--- src/rtl/booth_mul_r4_seq.sv ---
// Sequential radix-4 Booth multiplier with valid/ready handshakes on both sides.
// Each operation can be signed or unsigned. Each RUN cycle retires two multiplier bits.
module booth_mul_r4_seq #(
    parameter int WIDTH = 16
) (
    input  logic               clk,
    input  logic               rst_n,
    input  logic               in_valid,
    output logic               in_ready,
    input  logic               in_signed,
    input  logic [WIDTH-1:0]   A,
    input  logic [WIDTH-1:0]   B,
    output logic               out_valid,
    input  logic               out_ready,
    output logic [2*WIDTH-1:0] Prod,
    output logic               busy
);

    localparam int W2    = WIDTH + 2;
    localparam int N     = W2 / 2;
    localparam int CNT_W = $clog2(N + 1);
    localparam logic [CNT_W-1:0] LAST = CNT_W'(N);

    localparam logic [1:0] S_IDLE = 2'd0;
    localparam logic [1:0] S_RUN  = 2'd1;
    localparam logic [1:0] S_DONE = 2'd2;

    logic [1:0]         state;
    logic [W2-1:0]      m;       // latched, extended multiplicand
    logic [W2-1:0]      hi;      // upper half of the accumulator
    logic [W2-1:0]      lo;      // multiplier bits still to retire, then product low bits
    logic               bm1;     // b[2i-1] for the next Booth triplet
    logic [CNT_W-1:0]   cnt;
    logic [2*WIDTH-1:0] prod_r;

    logic [W2-1:0]      a_ext;
    logic [W2-1:0]      b_ext;
    logic [W2+1:0]      m_x;
    logic [W2+1:0]      hi_x;
    logic [W2+1:0]      pp;
    logic [W2+1:0]      sum;
    logic [2:0]         trip;

    // The two extra bits make unsigned operands look like positive signed values.
    assign a_ext = in_signed ? {{2{A[WIDTH-1]}}, A} : {2'b00, A};
    assign b_ext = in_signed ? {{2{B[WIDTH-1]}}, B} : {2'b00, B};

    // Two guard bits absorb the +/-2M partial product before the shift.
    assign m_x  = {{2{m[W2-1]}}, m};
    assign hi_x = {{2{hi[W2-1]}}, hi};
    assign trip = {lo[1:0], bm1};

    // NOTE: pp gets a default before the case so no path leaves it unassigned (no latch).
    always_comb begin
        pp = '0;
        case (trip)
            3'b001, 3'b010: pp = m_x;
            3'b011:         pp = m_x << 1;
            3'b100:         pp = -(m_x << 1);
            3'b101, 3'b110: pp = -m_x;
            default:        pp = '0;
        endcase
    end

    assign sum = hi_x + pp;

    // NOTE: state registers use non-blocking assignments so every flop samples pre-edge values.
    always_ff @(posedge clk or negedge rst_n) begin
        if (!rst_n) begin
            state  <= S_IDLE;
            m      <= '0;
            hi     <= '0;
            lo     <= '0;
            bm1    <= 1'b0;
            cnt    <= '0;
            prod_r <= '0;
        end else begin
            case (state)
                S_IDLE: begin
                    if (in_valid) begin
                        m     <= a_ext;
                        lo    <= b_ext;
                        hi    <= '0;
                        bm1   <= 1'b0;
                        cnt   <= '0;
                        state <= S_RUN;
                    end
                end
                S_RUN: begin
                    // After N iterations, one more cycle copies the result into prod_r.
                    // This keeps Prod unchanged until the block enters DONE.
                    if (cnt == LAST) begin
                        prod_r <= {hi[WIDTH-3:0], lo};
                        state  <= S_DONE;
                    end else begin
                        hi  <= sum[W2+1:2];
                        lo  <= {sum[1:0], lo[W2-1:2]};
                        bm1 <= lo[1];
                        cnt <= cnt + CNT_W'(1);
                    end
                end
                S_DONE: begin
                    if (out_ready) begin
                        state <= S_IDLE;
                    end
                end
                default: state <= S_IDLE;
            endcase
        end
    end

    assign in_ready  = (state == S_IDLE);
    assign out_valid = (state == S_DONE);
    assign busy      = (state == S_RUN) || (state == S_DONE);
    assign Prod      = prod_r;

endmodule

--- config.mk ---
export PLATFORM = sky130hd
export DESIGN_NAME = booth_mul_r4_seq
export DESIGN_NICKNAME = d
export VERILOG_FILES = /design/src/rtl/booth_mul_r4_seq.sv
export SDC_FILE = /design/constraint.sdc
export NUM_CORES = 1
export LEC_CHECK = 0
export BUFFER_PORTS_ARGS = -buffer_cell sky130_fd_sc_hd__buf_2
export CAP_MARGIN = 10
export CORE_MARGIN = 2
export CORE_UTILIZATION = 53
export DETAILED_ROUTE_END_ITERATION = 8
export PLACE_DENSITY_LB_ADDON = 0.1
export SETUP_SLACK_MARGIN = 0.05
export SYNTH_ARGS = -nofsm -noshare
export SYNTH_HDL_FRONTEND = slang
export SYNTH_SLANG_ARGS = --single-unit
--- constraint.sdc ---
create_clock -name clk -period 3.55 [get_ports clk]
set_input_delay 0.1775 -clock clk [delete_from_list [all_inputs] [get_ports clk]]
set_output_delay 0.1775 -clock clk [all_outputs]
set_load 0.01 [all_outputs]
==> results of run 1 <==
cell usage in the layout (no fill, tap or decap), types with 4 or more instances in the layout:
cell type	n
nand2_1	166
dfrtp_1	87
buf_4	81
buf_2	70
o21ai_0	58
nor2_1	28
ha_1	23
a21oi_1	22
xor2_1	19
mux2i_1	16
mux2_2	16
inv_1	13
o21ai_1	12
a22oi_1	12
xnor2_1	11
clkbuf_8	11
nand3_1	8
nand2b_1	7
a21o_1	7
a21oi_2	6
and3_1	6
o22ai_1	5
nor3_1	5
dfrtp_2	5
nor2_2	4
sequential cells by signal (all words and copies together), names as in the netlist:
| register | flops |
|---|---|
| Prod | 32 |
| bm1 | 1 |
| cnt | 4 |
| hi | 18 |
| lo | 18 |
| m | 17 |
| state | 2 |
repair_timing:
item / 4_1_cts / 5_1_grt
resized for setup: 4 / 61
setup buffers: 1 / 19
endpoints found under the hold margin: 68 / 0
hold buffers: 1 / 0
setup endpoints to repair: 4 / 10
pin swaps: 1 / 30
final timing paths:
| path | slack (ps) | to | depth (start not counted) |
|---|---|---|---|
| setup reg to reg | 120 | hi[17] | 16 |
| setup / recovery | 120 | hi[17] | 16 |
| hold reg to reg | 470 | Prod[1] | 2 |
| max in group asynchronous | 2260 | m[10] | 3 |
| min in group asynchronous | 490 | Prod[8] | 2 |
| hold / removal | 30 | m[6] | 2 |
report_power, final:
group          internal (mW)  leakage [nW]  switching (mW)
logic                   1.88          2.20            2.23
registers               1.36          1.20           0.299
clock network          0.365         0.110           0.379
total                   3.60          3.51            2.91
cells by family after synthesis:
kind of cell	share of synthesized area [%]
AND/OR/NAND/NOR	20.6
AO/OA/AOI/OAI	17.0
flip-flops	41.8
buffers and inverters	3.29
XOR/XNOR	5.08
multiplexers	6.17
adder cells (fa/ha/maj)	6.04
per-layer routing:
| metal | up-vias | share of wire [%] | global-route usage, % |
|---|---|---|---|
| met3 | 18 | 4.9 | 2.64 |
| li1 | 2499 | - | - |
| met5 | - | 0 | 0 |
| met4 | 0 | 1.5 | 8.74 |
| met2 | 158 | 48 | 44.0 |
| met1 | 2458 | 45 | 37.4 |
cell type report:
| class | instances | area share (%) |
|---|---|---|
| clock buffer | 11 | 2.16 |
| multi-input combinational | 507 | 46.7 |
| clock inverter | 5 | 0.820 |
| timing repair buffer | 154 | 14.1 |
| sequential | 92 | 32.9 |
| tap | 136 | 2.42 |
| inverter | 16 | 0.855 |
==> results.cfg, run 1 <==
[final_layout]
layout.cells.non_filler = 921
drive_gt1_share_pct = 30.4
area_growth_pct = 27.3
fin_nets = 843
fin_area_um2 = 7020
multi_input_area_um2 = 3280
fillers = 830
fin_util_pct = 68.6
antenna_cells = 0
regArea_um2 = 2310

[floorplan]
io_pins = 72
rows = 37
coreArea_um2 = 10200
die_x_um = 106
initial_core_util_pct = 53.9
dieArea_um2 = 11200
fp.dieH_um = 106

[clock_network]
clock_path_buffers = 2
cts_root_buf = clkbuf_8
h-tree-depth = 3
cts_tree = done
clkLatencyLatePin_ps = 370
path_clk_slew_ps = 90
cts_sinks = 92
cts_buffers = 9

[yosys]
syn_nets = 710
ys_seq_area_share_pct = 41.8
synthFlopType = dfrtp_1
synth.top_cell.area_share_pct = 41.8
async_flop_share_pct = 100
synth_top_area_cell = dfrtp_1
synth_top_cells_by_count = 168 x nand2_1, 92 x dfrtp_1, 65 x o21ai_0
ys_seq_elements = 92
synth.most_common_cell = nand2_1
syn_inst = 647
yosys-top-cells-area = dfrtp_1 42%, nand2_1 11%, o21ai_0 5.9%, ha_1 5.7%, mux2_2 3.3%
synth_warnings = 0
post_synth.cell_area_avg_um2 = 8.52
synth-edff-count = 0
synth_area_um2 = 5510
synth.distinct_cells = 56

[placed_design]
dpl_worst_slack_ps = -36.4
gp_congestion = 0.913
placed_cell_area_um2 = 6390
hpwl_um = 10600
dp_cells = 884
numPortBuffers = 71

[global_route]
grt_max_degree = 77
grt_usage_pct = 26.8
overflow = 0
grt_pass1_wl_um = 23900
antenna_found_initial = 0
first_global_vias = 4954

[pwr]
p_total_mw = 6.51
leakagePower_nw = 3.51
p_per_area_nw_per_um2 = 928
ir_drop_mv = 0.465

[worst_setup_path]
crit_family = compound AO/OA/AOI/OAI gates
timing.rr.start = m[0]
cp-startpoint = m[0]
worstPathCellList = buf_6 > nor2_4 > nand4_1 > buf_4 > or4_4 > xor2_1 > a22oi_1 > a21oi_2 > ha_4 > a21oi_2 > a21oi_4 > o32ai_2 > a31oi_1 > xor2_1 > o21ai_1 > a22o_1
path_max_fanout = 4
crit_slowest_cell = dfrtp_2
crit_required_ps = 3810
cp-start-kind = flop
critPathBufInv = 2
path_class = flop to flop
max_stage_delay_ps = 440
arrival_ps = 3700
critPathCaptureType = flop

[timing]
tightestPinTransition_ps = 945
relSlewSlack_pct = 37.0
min_period_ps = 3430
skew_ps = 13.3
hold_violations = 0
timing.final.crit_share_pct = 96.7
finalMaxSlewViolations = 0
rsz0062_at_grt = true
fin_tns_setup_ps = 0
setup-violations-final = 0
max_freq_ghz = 0.291
hold-worst-slack_ps = 30.0
final.setup.worst_slack_ps = 117

[detailed_routing]
vias = 5133
routed_wl_um = 14800
drt_iter0_drc = 326
ant_nets = 0
viasPerCell = 5.57
drt-wirelength-per-cell_um = 16.1
drc = 0
drt_first_pass_iters = 5

[min_path]
hp-class = input port to flop
hold_start = A[6]

[run_status]
status = completed

[job]
cap_viol_max_count = 0
No activity file was read; power rests on OpenSTA's default activity.
==> run 2, diff against run 1 <==
PLACE_DENSITY = 0.77   (was unset)
PLACE_DENSITY_LB_ADDON = unset   (was 0.1)
==> run 2 against run 1 <==
- critical path depth fell by 2
- utilization down 1.9 points
- setup slack got worse by 35 ps
- fmax shrank 1.0%
- highest routed layer unchanged
- largest power group unchanged
- register-to-register slack lost 30 ps
- hold slack got worse by 1.2 ps
- sequential share of layout area rose by 0.93 points
- largest cell class unchanged
- clock-buffer cell count is 2 lower
- non-clock buffer count down 10
- combinational power fell by 6.6%
- die area unchanged
==> results.cfg, run 2 (same netlist as run 1, synthesis figures left out) <==
[timing]
timing.final.crit_share_pct = 97.7
relSlewSlack_pct = 42.4
tightestPinTransition_ps = 862
fin_tns_setup_ps = 0
max_freq_ghz = 0.288
skew_ps = 9.99
finalMaxSlewViolations = 0
final.setup.worst_slack_ps = 82.4
rsz0062_at_grt = true
hold_violations = 0
min_period_ps = 3470
hold-worst-slack_ps = 28.8
setup-violations-final = 0

[job]
cap_viol_max_count = 0

[detailed_routing]
routed_wl_um = 14300
ant_nets = 0
drt-wirelength-per-cell_um = 15.7
viasPerCell = 5.66
drc = 0
vias = 5152
drt_iter0_drc = 316
drt_first_pass_iters = 5

[min_path]
hp-class = input port to flop
holdPathEnd = m[5]
hold_start = A[5]
hold-path-cell-count = 2

[pwr]
p_per_area_nw_per_um2 = 901
p_total_mw = 6.15
leakagePower_nw = 3.45
ir_drop_mv = 0.505

[clock_network]
h-tree-depth = 3
clkLatencyLatePin_ps = 380
cts_tree = done
clock_path_buffers = 2
cts_buffers = 9
cts_root_buf = clkbuf_8
cts_sinks = 92
path_clk_slew_ps = 90

[floorplan]
coreArea_um2 = 10200
rows = 37
fp.dieH_um = 106
dieArea_um2 = 11200
initial_core_util_pct = 53.9
io_pins = 72
die_x_um = 106

[worst_setup_path]
r2r_end = hi[17]
critPathCaptureType = flop
arrival_ps = 3740
crit_required_ps = 3820
path_max_fanout = 6
timing.rr.start = m[11]
path_class = flop to flop
rrSetupSlack_ps = 80
ff2ff_path_depth = 14
cp-start-kind = flop

[final_layout]
largest_reg_flops = 32
antenna_cells = 0
drive_gt1_share_pct = 28.2
fillers = 839
final_common_cell = nand2_1
fin_area_um2 = 6830
fin_util_pct = 66.7
fin_nets = 833
area_growth_pct = 23.8
layout_common_cells = 165 x nand2_1, 87 x dfrtp_1, 72 x buf_4, 70 x buf_2, 57 x o21ai_0
layout.cells.non_filler = 910

[global_route]
antenna_found_initial = 0
grt_usage_pct = 25.8
overflow = 0
grt_max_degree = 36
grt_pass1_wl_um = 23300
first_global_vias = 4950

[placed_design]
hpwl_um = 10400
dp_cells = 883
gp_congestion = 0.960
dpl_worst_slack_ps = 47.7
numPortBuffers = 71
placed_cell_area_um2 = 6380

[run_status]
status = completed
run 2: how the worst max path moves through the flow:
stage / end / slack, ps / start / depth (start not counted)
after floorplan: hi[14] / 110 / m[2] / 16
after global placement: hi[17] / 90 / m[0] / 17
after detailed placement: hi[17] / 50 / m[1] / 17
after CTS: hi[11] / 50 / lo[0] / 13
after global routing: hi[17] / -60 / m[4] / 16
final: hi[17] / 80 / m[11] / 14
run 2: power breakdown:
group | switching [mW] | internal (mW)
Sequential | 0.301 | 1.36
Clock | 0.397 | 0.258
Combinational | 2.14 | 1.70
Total | 2.84 | 3.32
run 2: area by class of cell:
| type | count | area [µm²] | area share, % |
|---|---|---|---|
| clock buffers | 9 | 124 | 1.81 |
| clock inverters | 6 | 48.8 | 0.715 |
| inverters | 16 | 60.1 | 0.880 |
| multi-input cells | 507 | 3200 | 46.9 |
| flip-flops and latches | 92 | 2310 | 33.8 |
| well taps | 136 | 170 | 2.49 |
| repair buffers | 144 | 912 | 13.4 |
run 2: worst max-delay path, cell delays in order, from the launching register on:
cell	delay, ps
dfrtp_2	440
or2_2	330
or4_4	450
nand2b_4	180
xor2_1	140
a22oi_1	180
a21oi_1	90
ha_1	380
a21oi_2	200
a21oi_2	90
o32ai_2	270
a31oi_1	80
xor2_1	180
buf_4	140
a22o_1	200
run 2: routing by layer:
metal,wire length [µm],global-route usage [%],up-vias
met3,853,4.66,42
met1,6240,34.5,2441
met2,6740,41.2,185
li1,-,-,2484
met4,431,11.4,0
met5,0,0,-
run 2: timing repair:
action | 4_1_cts | 5_1_grt
setup endpoints to repair | 4 | 11
hold buffers | 1 | 0
pin swaps | 2 | 21
resized for setup | 3 | 49
buffers inserted | 1 | 10
gates cloned | 0 | 0
endpoints found under the hold margin | 33 | 0
==> run 3, diff against run 2 <==
ABC_AREA = 1   (was unset)
==> run 3 against run 2 <==
- via count is 0.99% lower
- global-route usage is 0.23 points lower
- area after synthesis is 3.2% higher
- hold slack worse by 15 ps
- critical path depth is 6 higher
- combinational power is 3% higher
- critical path type unchanged
==> results.cfg, run 3 <==
[detailed_routing]
routed_wl_um = 13700
drt-wirelength-per-cell_um = 14.6
ant_nets = 0
drt_iter0_drc = 335
vias = 5101
viasPerCell = 5.45
drt_first_pass_iters = 5
drc = 0

[timing]
fin_tns_setup_ps = 0
rsz0062_at_grt = false
setup-violations-final = 0
max_freq_ghz = 0.320
timing.final.crit_share_pct = 88.1
skew_ps = 16.4
finalMaxSlewViolations = 0
hold_violations = 0
min_period_ps = 3130
relSlewSlack_pct = 35.8
tightestPinTransition_ps = 964
final.setup.worst_slack_ps = 424

[yosys]
synth_warnings = 0
synth_top_cells_by_count = 187 x nand2_1, 92 x dfrtp_1, 76 x o21ai_0
synth.most_common_cell = nand2_1
synth_top_area_cell = dfrtp_1
synthFlopType = dfrtp_1
ys_seq_elements = 92
async_flop_share_pct = 100
synth_area_um2 = 5690
synth.distinct_cells = 48
synth.top_cell.area_share_pct = 40.5
syn_nets = 792
ys_seq_area_share_pct = 40.5
yosys-top-cells-area = dfrtp_1 40%, nand2_1 12%, o21ai_0 6.7%, ha_1 5.5%, inv_1 4.8%
syn_inst = 729
synth-edff-count = 0
post_synth.cell_area_avg_um2 = 7.80

[placed_design]
hpwl_um = 10300
numPortBuffers = 71
dpl_worst_slack_ps = 410
placed_cell_area_um2 = 6120
gp_congestion = 1.03

[global_route]
antenna_found_initial = 0
grt_max_degree = 80
overflow = 0
grt_pass1_wl_um = 23400
first_global_vias = 4752
grt_usage_pct = 25.6

[job]
cap_viol_max_count = 0

[final_layout]
fin_nets = 858
layout_common_cells = 187 x nand2_1, 92 x dfrtp_1, 76 x o21ai_0, 72 x inv_1, 70 x buf_2
fin_util_pct = 61.6
fin_area_um2 = 6390
final_common_cell = nand2_1
antenna_cells = 0
multi_input_area_um2 = 2970
largest_reg_flops = 32
drive_gt1_share_pct = 18.6
fillers = 960
regArea_um2 = 2300
area_growth_pct = 12.3

[pwr]
ir_drop_mv = 0.543
p_total_mw = 6.33
clockPowerShare_pct = 11.0
power.switching_mw = 3.28
p_int_mw = 3.05
leakagePower_nw = 3.18
seqPwrFrac_pct = 26.7
comb_power_share_pct = 62.4
swShare_pct = 51.8
p_per_area_nw_per_um2 = 990

[worst_setup_path]
crit_required_ps = 3810
critPathCaptureType = flop
arrival_ps = 3380
path_max_fanout = 6
path_class = flop to flop
cp-start-kind = flop

[clock_network]
cts_root_buf = clkbuf_8
clkLatencyLatePin_ps = 380
path_clk_slew_ps = 100
cts_setup_buffers = 0
clock_path_buffers = 2
h-tree-depth = 3
cts_buffers = 9
cts_sinks = 92
cts_tree = done

[floorplan]
die_x_um = 108
coreArea_um2 = 10400
dieArea_um2 = 11600
fp.dieH_um = 108
initial_core_util_pct = 54.9
rows = 37
io_pins = 72

[run_status]
status = completed

[min_path]
hp-class = input port to flop
[run 3: metal layers]
layer	wire length, µm	GRT usage [%]	up-vias
met2	6230	39.4	147
li1	-	-	2573
met1	6510	37.4	2359
met5	0	0	-
met3	689	3.27	22
met4	232	8.61	0
[run 3: layout make-up]
type                            instances  area share, %
Tap cell                              136           2.66
Inverter                               83           4.88
Clock buffer                           11           2.37
Timing Repair Buffer                   80           6.86
Sequential cell                        92           36.0
Clock inverter                          5          0.646
Multi-Input combinational cell        529           46.5
[run 3: metrics by stage]
stage,std cells,hold WS [ps]
2_1_floorplan,729,-118
3_3_place_gp,915,383
3_5_place_dp,915,379
4_1_cts,936,2.98
5_1_grt,936,16.0
6_report,936,14.0
[run 3: power by group through the flow]
stage,combinational (mW),sequential (mW),clock [mW]
after detailed placement,3.81,1.70,0
after global placement,3.74,1.68,0
after CTS,3.84,1.68,0.711
final,3.94,1.69,0.695
after floorplan,2.99,1.65,0
after global routing,4.45,1.73,0.752
[run 3: timing repair]
item | CTS | global route
hold endpoints to repair | 32 | 0
setup endpoints to repair | 0 | 2
hold buffers | 5 | 0
gates resized for setup | 0 | 4
[run 3: path summary, 6_finish.rpt]
path,from,to,slack (ps),depth (start not counted)
setup / recovery,m[0],hi[17],420,20
hold / removal,A[13],m[13],10,3
setup reg to reg,m[0],hi[17],420,20
hold reg to reg,Prod[17],Prod[17],490,2
max in group asynchronous,rst_n,hi[17],2300,3
min in group asynchronous,rst_n,state[1],470,2
[run 3: cell families (layout without fill, tap and decap cells)]
kind of cell | count (synthesis) | in the layout | share of synthesized area [%]
and+or+nand+nor | 324 | 324 | 26.2
AOI/OAI and AO/OA | 166 | 166 | 17.5
buffers and inverters | 108 | 179 | 7.74
DFF | 92 | 92 | 40.5
adders and majority gates | 26 | 26 | 5.85
xor gates and xnor gates | 8 | 8 | 1.23
muxes | 5 | 5 | 0.968
[run 3: critical path, stage by stage (launching register included)]
cell,delay (ps)
dfrtp_1,380
inv_1,160
ha_2,240
nand4_2,170
nor2_2,130
nand2_2,70
nor2_1,130
xor2_1,160
inv_1,70
nand2_1,50
nand4_1,200
ha_4,380
nand2_1,120
inv_1,80
nand2_1,80
nor3_2,140
nand3_1,100
nand3_1,110
nand3_1,80
nand3_1,90
nand2_1,60
